### src/rtl/layer_activation_collector_if.sv
// Output-side bus of the activation collector: the full activated vector
// plus its valid/ready handshake toward the next layer's input mux.
interface layer_activation_collector_if #(
    parameter int NUM_NEURON  = 6,
    parameter int OUTPUT_SIZE = 9
);
    logic [NUM_NEURON*OUTPUT_SIZE-1:0] out_values;
    logic                              out_valid;
    logic                              out_ready;

    // Collector drives the vector and valid; the consumer drives ready.
    modport master (output out_values, output out_valid, input out_ready);
    modport slave  (input out_values, input out_valid, output out_ready);
endinterface

### src/rtl/layer_activation_collector.sv
// Gathers one output per active neuron from the layer, then applies a
// saturating ReLU with fraction rescale one lane per cycle, and offers the
// finished vector to the next layer over a valid/ready handshake.
module layer_activation_collector #(
    parameter int NUM_NEURON      = 6,
    parameter int INPUT_SIZE      = 10,
    parameter int INPUT_FRACTION  = 7,
    parameter int OUTPUT_SIZE     = 9,
    parameter int OUTPUT_FRACTION = 8
) (
    input  logic                             clk,
    input  logic                             rst,
    input  logic                             start,
    input  logic [NUM_NEURON-1:0]            active,
    input  logic [NUM_NEURON*INPUT_SIZE-1:0] in_values,
    input  logic [NUM_NEURON-1:0]            in_valid,
    layer_activation_collector_if.master     out_if,
    output logic                             busy
);
    localparam int SHIFT = OUTPUT_FRACTION - INPUT_FRACTION;
    localparam int IDX_W = (NUM_NEURON > 1) ? $clog2(NUM_NEURON) : 1;
    // Wide enough to hold any non-negative input after the left shift.
    localparam int MAG_W = (INPUT_SIZE + SHIFT > OUTPUT_SIZE) ? (INPUT_SIZE + SHIFT) : OUTPUT_SIZE;
    localparam logic [MAG_W-1:0] SAT_MAX  = MAG_W'((64'd1 << (OUTPUT_SIZE - 1)) - 64'd1);
    localparam logic [IDX_W-1:0] LAST_IDX = IDX_W'(NUM_NEURON - 1);

    typedef enum logic [1:0] {
        IDLE,
        COLLECT,
        ACTIVATE,
        OUTPUT
    } state_t;

    state_t                  state;
    logic [NUM_NEURON-1:0]   active_r;
    logic [NUM_NEURON-1:0]   captured;
    logic [INPUT_SIZE-1:0]   cap_values [NUM_NEURON];
    logic [OUTPUT_SIZE-1:0]  out_lanes  [NUM_NEURON];
    logic [IDX_W-1:0]        idx;
    logic                    out_valid_r;
    logic                    all_captured;
    logic [INPUT_SIZE-1:0]   lane_val;
    logic [MAG_W-1:0]        lane_mag;
    logic [OUTPUT_SIZE-1:0]  lane_act;

    // Collection is complete once every lane enabled for this pass is latched.
    assign all_captured = ((captured & active_r) == active_r);

    // Saturating ReLU and fraction rescale of the lane currently selected by idx.
    always_comb begin
        // NOTE: lane_act is given a default before any condition so every path assigns it and no latch is inferred.
        lane_act = '0;
        lane_val = cap_values[idx];
        lane_mag = MAG_W'(lane_val) << SHIFT;
        if (active_r[idx] && !lane_val[INPUT_SIZE-1]) begin
            lane_act = (lane_mag > SAT_MAX) ? SAT_MAX[OUTPUT_SIZE-1:0] : lane_mag[OUTPUT_SIZE-1:0];
        end
    end

    // Control FSM: collect lanes, activate serially, hold the vector until accepted.
    always_ff @(posedge clk or negedge rst) begin
        if (!rst) begin
            // NOTE: state uses non-blocking assignments so every register samples pre-edge values.
            state       <= IDLE;
            active_r    <= '0;
            captured    <= '0;
            idx         <= '0;
            out_valid_r <= 1'b0;
            // NOTE: the lane arrays are reset as well, so an aborted pass leaves no stale data visible.
            for (int i = 0; i < NUM_NEURON; i++) begin
                cap_values[i] <= '0;
                out_lanes[i]  <= '0;
            end
        end else begin
            case (state)
                IDLE: begin
                    if (start) begin
                        active_r <= active;
                        captured <= '0;
                        state    <= COLLECT;
                    end
                end
                COLLECT: begin
                    // First valid value per active lane wins; later changes are ignored.
                    for (int i = 0; i < NUM_NEURON; i++) begin
                        if (active_r[i] && in_valid[i] && !captured[i]) begin
                            cap_values[i] <= in_values[i*INPUT_SIZE +: INPUT_SIZE];
                            captured[i]   <= 1'b1;
                        end
                    end
                    if (all_captured) begin
                        idx   <= '0;
                        state <= ACTIVATE;
                    end
                end
                ACTIVATE: begin
                    out_lanes[idx] <= lane_act;
                    if (idx == LAST_IDX) begin
                        idx         <= '0;
                        out_valid_r <= 1'b1;
                        state       <= OUTPUT;
                    end else begin
                        idx <= idx + IDX_W'(1);
                    end
                end
                OUTPUT: begin
                    // A start arriving on the accepting edge is dropped.
                    if (out_valid_r && out_if.out_ready) begin
                        out_valid_r <= 1'b0;
                        state       <= IDLE;
                    end
                end
                default: state <= IDLE;
            endcase
        end
    end

    assign busy             = (state != IDLE);
    assign out_if.out_valid = out_valid_r;

    // Flatten the lane registers onto the output bus, lane i at the low end first.
    for (genvar g = 0; g < NUM_NEURON; g++) begin : g_lane
        assign out_if.out_values[g*OUTPUT_SIZE +: OUTPUT_SIZE] = out_lanes[g];
    end
endmodule

### src/flat_wrapper.sv
// flat-port wrapper written by rule: the top's interface ports become plain ports
module layer_activation_collector_flat 
#(
    parameter int NUM_NEURON      = 6,
    parameter int INPUT_SIZE      = 10,
    parameter int INPUT_FRACTION  = 7,
    parameter int OUTPUT_SIZE     = 9,
    parameter int OUTPUT_FRACTION = 8
)
  (clk, rst, start, active, in_values, in_valid, busy, out_if_out_values, out_if_out_valid, out_if_out_ready);
  layer_activation_collector_if #(.NUM_NEURON(NUM_NEURON), .OUTPUT_SIZE(OUTPUT_SIZE)) out_if_i ();
  input  logic clk;
  input  logic rst;
  input  logic start;
  input  logic [NUM_NEURON-1:0] active;
  input  logic [NUM_NEURON*INPUT_SIZE-1:0] in_values;
  input  logic [NUM_NEURON-1:0] in_valid;
  output logic busy;
  output wire logic [$bits(out_if_i.out_values)-1:0] out_if_out_values;
  output wire logic [$bits(out_if_i.out_valid)-1:0] out_if_out_valid;
  input wire logic [$bits(out_if_i.out_ready)-1:0] out_if_out_ready;
  assign out_if_out_values = out_if_i.out_values;
  assign out_if_out_valid = out_if_i.out_valid;
  assign out_if_i.out_ready = out_if_out_ready;
  layer_activation_collector #(.NUM_NEURON(NUM_NEURON), .INPUT_SIZE(INPUT_SIZE), .INPUT_FRACTION(INPUT_FRACTION), .OUTPUT_SIZE(OUTPUT_SIZE), .OUTPUT_FRACTION(OUTPUT_FRACTION)) u_core (.clk(clk), .rst(rst), .start(start), .active(active), .in_values(in_values), .in_valid(in_valid), .out_if(out_if_i), .busy(busy));
endmodule
### config.mk
export PLATFORM = sky130hd
export DESIGN_NAME = layer_activation_collector_flat
export DESIGN_NICKNAME = d
export VERILOG_FILES = /design/src/rtl/layer_activation_collector_if.sv /design/src/rtl/layer_activation_collector.sv /design/src/flat_wrapper.sv
export SDC_FILE = /design/constraint.sdc
export NUM_CORES = 1
export LEC_CHECK = 0
export BUFFER_PORTS_ARGS = -buffer_cell sky130_fd_sc_hd__buf_4
export CORE_AREA = 3 3 81 160
export DETAILED_ROUTE_END_ITERATION = 8
export DIE_AREA = 0 0 84 163
export GPL_ROUTABILITY_DRIVEN = 0
export GPL_TIMING_DRIVEN = 0
export PLACE_DENSITY = 0.74
export SYNTH_ARGS = -nofsm -noshare
export SYNTH_HDL_FRONTEND = slang
export SYNTH_SLANG_ARGS = --single-unit
export TNS_END_PERCENT = 100
### constraint.sdc
create_clock -name clk -period 2 [get_ports clk]
set_input_delay 0.3 -clock clk [delete_from_list [all_inputs] [get_ports clk]]
set_output_delay 0.3 -clock clk [all_outputs]
set_load 0.05 [all_outputs]
==> flow_summary.json, run 1 <==
{
  "status": "finished, violations left",
  "violations": "negative setup slack",
  "synth_area_leaders": "dfrtp_1 58%, mux2_2 14%, a22o_1 4.0%",
  "vias": 4138,
  "cp.arrival_ps": 2320,
  "synthAdderAreaFrac_pct": 1.10,
  "synth_xor_area_share_pct": 0,
  "io_pins": 132,
  "core-area_mm2": 0.0118,
  "fin_crit_sh_pct": 101,
  "clk_latency_ps": 410,
  "start_util_pct": 48.0,
  "ir_worst_vdd_uv": 1160,
  "antenna_found_initial": 0,
  "final_layout_size_suffix_gt1_share_pct": 50.1,
  "report.final.hold_viol_count": 0,
  "yosys_warnings": 0,
  "maxSlewHeadroom_pct": 59.2,
  "drt_iter0_markers": 257,
  "maxCapViolCount": 0,
  "cp_slowest_cell": "or4_4",
  "synthDistinctLibCells": 43,
  "ant_nets": 0,
  "critPathKind": "register to register",
  "cts_buffer_depth": 2,
  "synth-compound-area-share_pct": 11.3,
  "n_antenna_cell": 0,
  "skew_ps": 7.10,
  "synthFlopType": "dfrtp_1",
  "htreeDepth": 4,
  "fillers": 902,
  "end_kind": "register",
  "numCtsBuffers": 17,
  "required_ps": 2300,
  "tightest_slew_ps": 607,
  "yosysTopAreaCell": "dfrtp_1",
  "min_period_ps": 2020,
  "synth_edf_count": 0,
  "hpwl_um": 11200,
  "synth_nets": 518,
  "die_h_um": 163,
  "first_pass_iters": 4,
  "synth_top_family_by_area": "multiplexers",
  "synthArstFlopShare_pct": 100,
  "synth-simple-area-share_pct": 9.80,
  "clockRootBuffer": "clkbuf_16",
  "hold_class": "input port to register",
  "grt_pass1_vias": 4513,
  "synth_seq_cells": 132,
  "yosysTopAreaCellShare_pct": 58.2,
  "postLayoutCellArea_mm2": 0.00778,
  "fin_ws_ps": -20.9,
  "placementRows": 56,
  "vias_per_cell": 5.42,
  "die_width_um": 84,
  "overflow": 0,
  "port_buffers": 131,
  "critPathLaunchType": "register",
  "fin_nets": 687,
  "syn_avg_cell_area_um2": 13.0,
  "crit_chain": "nor2b_4, or4_4, o31ai_4, and3_4, mux2_4",
  "wl_per_cell_um": 19.3,
  "syn_inst": 437,
  "slew_violations": 0,
  "grt_max_degree": 77,
  "netlist_area_mm2": 0.00568,
  "syn_to_final_growth_pct": 37.0,
  "drt-total-wl_um": 14700,
  "ys_seq_area_share_pct": 58.2,
  "powerDensity_mw_per_mm2": 1840,
  "route.detailed.drc": 0,
  "cts.clk_slew.worst_paths_ps": 60,
  "muxShareOfSynthArea_pct": 17.9,
  "cp_slowest_stage_delay_ps": 550,
  "leakagePower_nw": 3.69,
  "total_power_mw": 14.3,
  "cts_tree": "yes",
  "rsz0062_at_grt": "yes",
  "grt_pass1_wl_um": 23000,
  "die_area_mm2": 0.0137,
  "max_freq_ghz": 0.495,
  "numClockSinks": 132,
  "grtUsageTotal_pct": 22.0,
  "setup_viol": 1,
  "crit_fanout": 4,
  "placed_cell_area_mm2": 0.00688
}
stage by stage:
| step | worst slack [ps] | TNS (ps) | std cells | hold WS [ps] | utilization (%) |
|---|---|---|---|---|---|
| after floorplan | 8.58 | 0 | 437 | 4.41 | - |
| after global placement | -533 | -24330 | 713 | 472 | 57.8 |
| after detailed placement | -614 | -29700 | 714 | 291 | 58.1 |
| after CTS | -108 | -4410 | 752 | 103 | 63.9 |
| after global routing | -61.4 | -87.8 | 764 | 103 | 65.7 |
| final | -20.9 | -20.9 | 764 | 118 | 65.7 |
registers in the layout, summed over array words and instances (netlist names):
name                      count
u_core.out_if.out_values     54
u_core.out_if.out_valid       1
u_core.state                  2
u_core.captured               6
u_core.active_r               6
u_core.cap_values            60
u_core.idx                    3
power breakdown:
group          leakage (nW)  total, mW  switching [mW]  internal, mW
Combinational          1.75       7.07            4.01          3.06
Sequential             1.68       4.44           0.674          3.76
Clock                 0.256       2.82            1.20          1.62
cell type report:
type / instances / area, um^2 / share of cell area, %
repair buffers: 154 / 1200 / 15.5
multi-input cells: 286 / 2450 / 31.4
clock inverters: 14 / 101 / 1.30
inverters: 6 / 22.5 / 0.289
plain buffers: 9 / 83.8 / 1.08
clock buffers: 18 / 439 / 5.64
flip-flops and latches: 132 / 3300 / 42.4
well taps: 145 / 181 / 2.33
cell families after synthesis:
kind of cell | Yosys count
AOI/OAI and AO/OA | 94
adders and majority gates | 5
buffers and inverters | 19
DFF | 132
muxes | 91
and+or+nand+nor | 96
timing repair:
action / CTS / global route
pin swaps: 4 / 12
setup endpoints to repair: 116 / 117
resized for setup: 22 / 29
setup buffers: 8 / 11
hold endpoints to repair: 56 / 0
cloned: 0 / 2
hold buffers: 1 / 0
per-layer routing:
metal / share of wire [%] / GRT usage [%] / vias to the layer above
li1: - / - / 1932
met1: 36 / 23.4 / 2066
met2: 58 / 40.9 / 110
met3: 3.6 / 4.05 / 30
met4: 3.1 / 11.3 / 0
met5: 0 / 0 / -
synthesized netlist by cell type (2+ instances only):
cell      instances
clkbuf_1          6
nor2_1            5
nand2_1          35
a22o_1           26
o21ai_1          19
inv_1             5
dfrtp_1         132
nand4_1           2
mux2_2           73
nand2_4           7
nor2b_1          12
ha_1              5
a21oi_1          13
nor4b_2           2
a31oi_1           7
nand2b_1          5
o22ai_1           8
and2_1           13
mux2i_1          16
o21ai_0          13
nand3_1           8
buf_2             4
worst paths after layout:
check                                              from  cells after the start                            to  slack (ps)
hold reg to reg            u_core.out_if.out_values[12]                      2  u_core.out_if.out_values[12]         480
max in group asynchronous                           rst                      3         u_core.cap_values[15]         850
setup reg to reg                     u_core.active_r[3]                      5               u_core.state[1]         -20
setup / recovery                     u_core.active_r[3]                      5               u_core.state[1]         -20
hold / removal                            in_values[51]                      2          u_core.cap_values[1]         120
min in group asynchronous                           rst                      2            u_core.active_r[3]         410
cells in the final DEF (no fill, tap or decap), types with 6 or more instances in the layout:
cell type	n
mux2_2	73
nand2_1	35
nand2_4	7
nor2b_1	7
a21oi_1	6
mux2i_1	16
a31oi_1	7
o22ai_1	8
o21ai_0	13
a21oi_2	7
dfrtp_1	132
o21ai_1	18
buf_4	149
a22o_1	26
and2_1	11
clkbuf_16	18
critical path: cells and delay by family (launching register included):
kind | cells | cell delay (ps)
muxes | 1 | 290
DFF | 1 | 380
and+or+nand+nor | 3 | 940
AOI/OAI and AO/OA | 1 | 290
No activity file was read; power rests on OpenSTA's default activity.
==> run 2, diff against run 1 <==
--- a/config.mk
+++ b/config.mk
@@ -5,13 +5,16 @@
 export SDC_FILE = /design/constraint.sdc
 export NUM_CORES = 1
 export LEC_CHECK = 0
+export ABC_CLOCK_PERIOD_IN_PS = 2000
 export BUFFER_PORTS_ARGS = -buffer_cell sky130_fd_sc_hd__buf_4
-export CORE_AREA = 3 3 81 160
+export CELL_PAD_IN_SITES_DETAIL_PLACEMENT = 0
+export CELL_PAD_IN_SITES_GLOBAL_PLACEMENT = 1
+export CORE_AREA = 3 3 90 177
 export DETAILED_ROUTE_END_ITERATION = 8
-export DIE_AREA = 0 0 84 163
+export DIE_AREA = 0 0 93 180
 export GPL_ROUTABILITY_DRIVEN = 0
 export GPL_TIMING_DRIVEN = 0
-export PLACE_DENSITY = 0.74
+export PLACE_DENSITY = 0.76
 export SYNTH_ARGS = -nofsm -noshare
 export SYNTH_HDL_FRONTEND = slang
 export SYNTH_SLANG_ARGS = --single-unit
==> run 2 against run 1 <==
Net effect: critical path type unchanged; die area grew 22%; largest cell class unchanged; total power grew 2.7%; the flow now finishes without violations; final area grew 1.6%; routed wire length grew 4.6%; sequential power is essentially flat; sequential share of layout area shrank 0.66 points.
==> flow_summary.json, run 2 (synthesized netlist as in run 1, its figures left out) <==
{
  "status": "complete, no violations",
  "drt-total-wl_um": 15400,
  "hpwl_um": 11700,
  "reg2reg_slack_ps": 10,
  "max_freq_ghz": 0.503,
  "first_pass_iters": 5,
  "overflow": 0,
  "dpl.cell_count": 764,
  "grt_pass1_vias": 4428,
  "skew_ps": 9.44,
  "holdWs_ps": 124,
  "switching_share_pct": 40.0,
  "fin_nets": 686,
  "slew_violations": 0,
  "setup_tns_ps": 0,
  "grt_pass1_wl_um": 24000,
  "critPathLaunchType": "register",
  "ir_worst_vdd_uv": 709,
  "tightest_slew_ps": 616,
  "start_util_pct": 38.3,
  "die_h_um": 180,
  "fillers": 1346,
  "maxCapViolCount": 0,
  "sequentialPowerShare_pct": 30.2,
  "grt_max_degree": 78,
  "rsz0062_at_grt": "yes",
  "vias_per_cell": 5.09,
  "antenna_found_initial": 0,
  "required_ps": 2290,
  "power.internal_mw": 8.83,
  "switchingPower_mw": 5.88,
  "powerDensity_mw_per_mm2": 1860,
  "n_antenna_cell": 0,
  "leakagePower_nw": 3.72,
  "min_period_ps": 1990,
  "htreeDepth": 4,
  "io_pins": 132,
  "cts.clk_slew.worst_paths_ps": 60,
  "fin_crit_sh_pct": 99.4,
  "cts_buffer_depth": 2,
  "core-area_mm2": 0.0148,
  "ant_nets": 0,
  "report.final.hold_viol_count": 0,
  "die_width_um": 93,
  "critPathKind": "register to register",
  "maxSlewHeadroom_pct": 58.6,
  "port_buffers": 131,
  "setup_viol": 0,
  "cts_tree": "yes",
  "power_frac_comb_pct": 47.9,
  "placed_cell_area_mm2": 0.00694,
  "numCtsBuffers": 17,
  "final_layout_size_suffix_gt1_share_pct": 50.3,
  "numClockSinks": 132,
  "end_kind": "register",
  "finalNonFillerCells": 811,
  "largest_reg_flops": 60,
  "top_register": "u_core.cap_values",
  "layout_common_cells": "149 x buf_4, 132 x dfrtp_1, 73 x mux2_2",
  "grtUsageTotal_pct": 18.8,
  "clockRootBuffer": "clkbuf_16",
  "clk_latency_ps": 410,
  "wl_per_cell_um": 19.0,
  "cp.arrival_ps": 2270,
  "placementRows": 63,
  "layout_commonest_cell": "buf_4",
  "die_area_mm2": 0.0167,
  "pwr-share-clk_pct": 21.9,
  "hold_class": "input port to register",
  "syn_to_final_growth_pct": 39.2,
  "crit_fanout": 8,
  "drt_iter0_markers": 159,
  "route.detailed.drc": 0,
  "postLayoutCellArea_mm2": 0.00791,
  "vias": 4132
}
run 2: metal layers:
layer	GRT usage (%)	wire length [um]	vias to the layer above	share of wire (%)
met3	3.43	491	30	3.2
met5	0	0	-	0
met1	19.7	5570	2073	36
met4	7.93	416	0	2.7
li1	-	-	1930	-
met2	35.7	8920	99	58
run 2: timing repair:
item                                    4_1_cts  5_1_grt
pin swaps                                     6       18
hold endpoints to repair                     55        0
endpoints found under the setup margin      118       80
hold buffers                                  1        0
resized for setup                            36       18
setup buffers                                12        8
run 2: power by group through the flow:
stage	combinational [mW]	sequential [mW]	clock, mW
after global placement	6.09	4.39	0
after detailed placement	6.25	4.47	0
after CTS	6.83	4.43	3.27
final	7.05	4.44	3.23
after global routing	7.53	4.57	3.38
after floorplan	3.40	5.36	0
run 2: critical path, stage by stage, from the launching register on:
cell,delay [ps]
dfrtp_1,370
buf_6,120
buf_4,130
nor3_1,270
a211oi_2,110
a211oi_4,370
buf_8,220
nand2_4,60
a22o_1,200
run 2: layout make-up:
type | count | area [um^2] | area share (%)
clock inverter | 13 | 186 | 2.36
inverter | 6 | 22.5 | 0.285
tap | 195 | 244 | 3.09
timing repair buffer | 153 | 1180 | 15.0
sequential | 132 | 3300 | 41.8
buffer | 9 | 83.8 | 1.06
multi-input combinational | 286 | 2460 | 31.1
clock buffer | 17 | 425 | 5.38
run 2: per-stage QoR:
| stage | power, mW | setup WS (ps) | utilization, % |
|---|---|---|---|
| final | 14.7 | 11.3 | 53.3 |
| after global routing | 15.5 | -105 | 53.3 |
| after CTS | 14.5 | 2.08 | 52.6 |
| after detailed placement | 10.7 | -619 | 46.8 |
| after global placement | 10.5 | -552 | 46.6 |
| after floorplan | 8.76 | 8.58 | - |
run 2: worst paths after layout:
kind	to	startpoint	cells past startpoint
setup reg to reg	u_core.out_if.out_values[41]	u_core.idx[0]	8
hold / removal	u_core.cap_values[18]	in_values[48]	2
min in group asynchronous	u_core.active_r[5]	rst	2
setup / recovery	u_core.out_if.out_values[41]	u_core.idx[0]	8
max in group asynchronous	u_core.cap_values[33]	rst	3
hold reg to reg	u_core.out_if.out_values[34]	u_core.out_if.out_values[34]	2
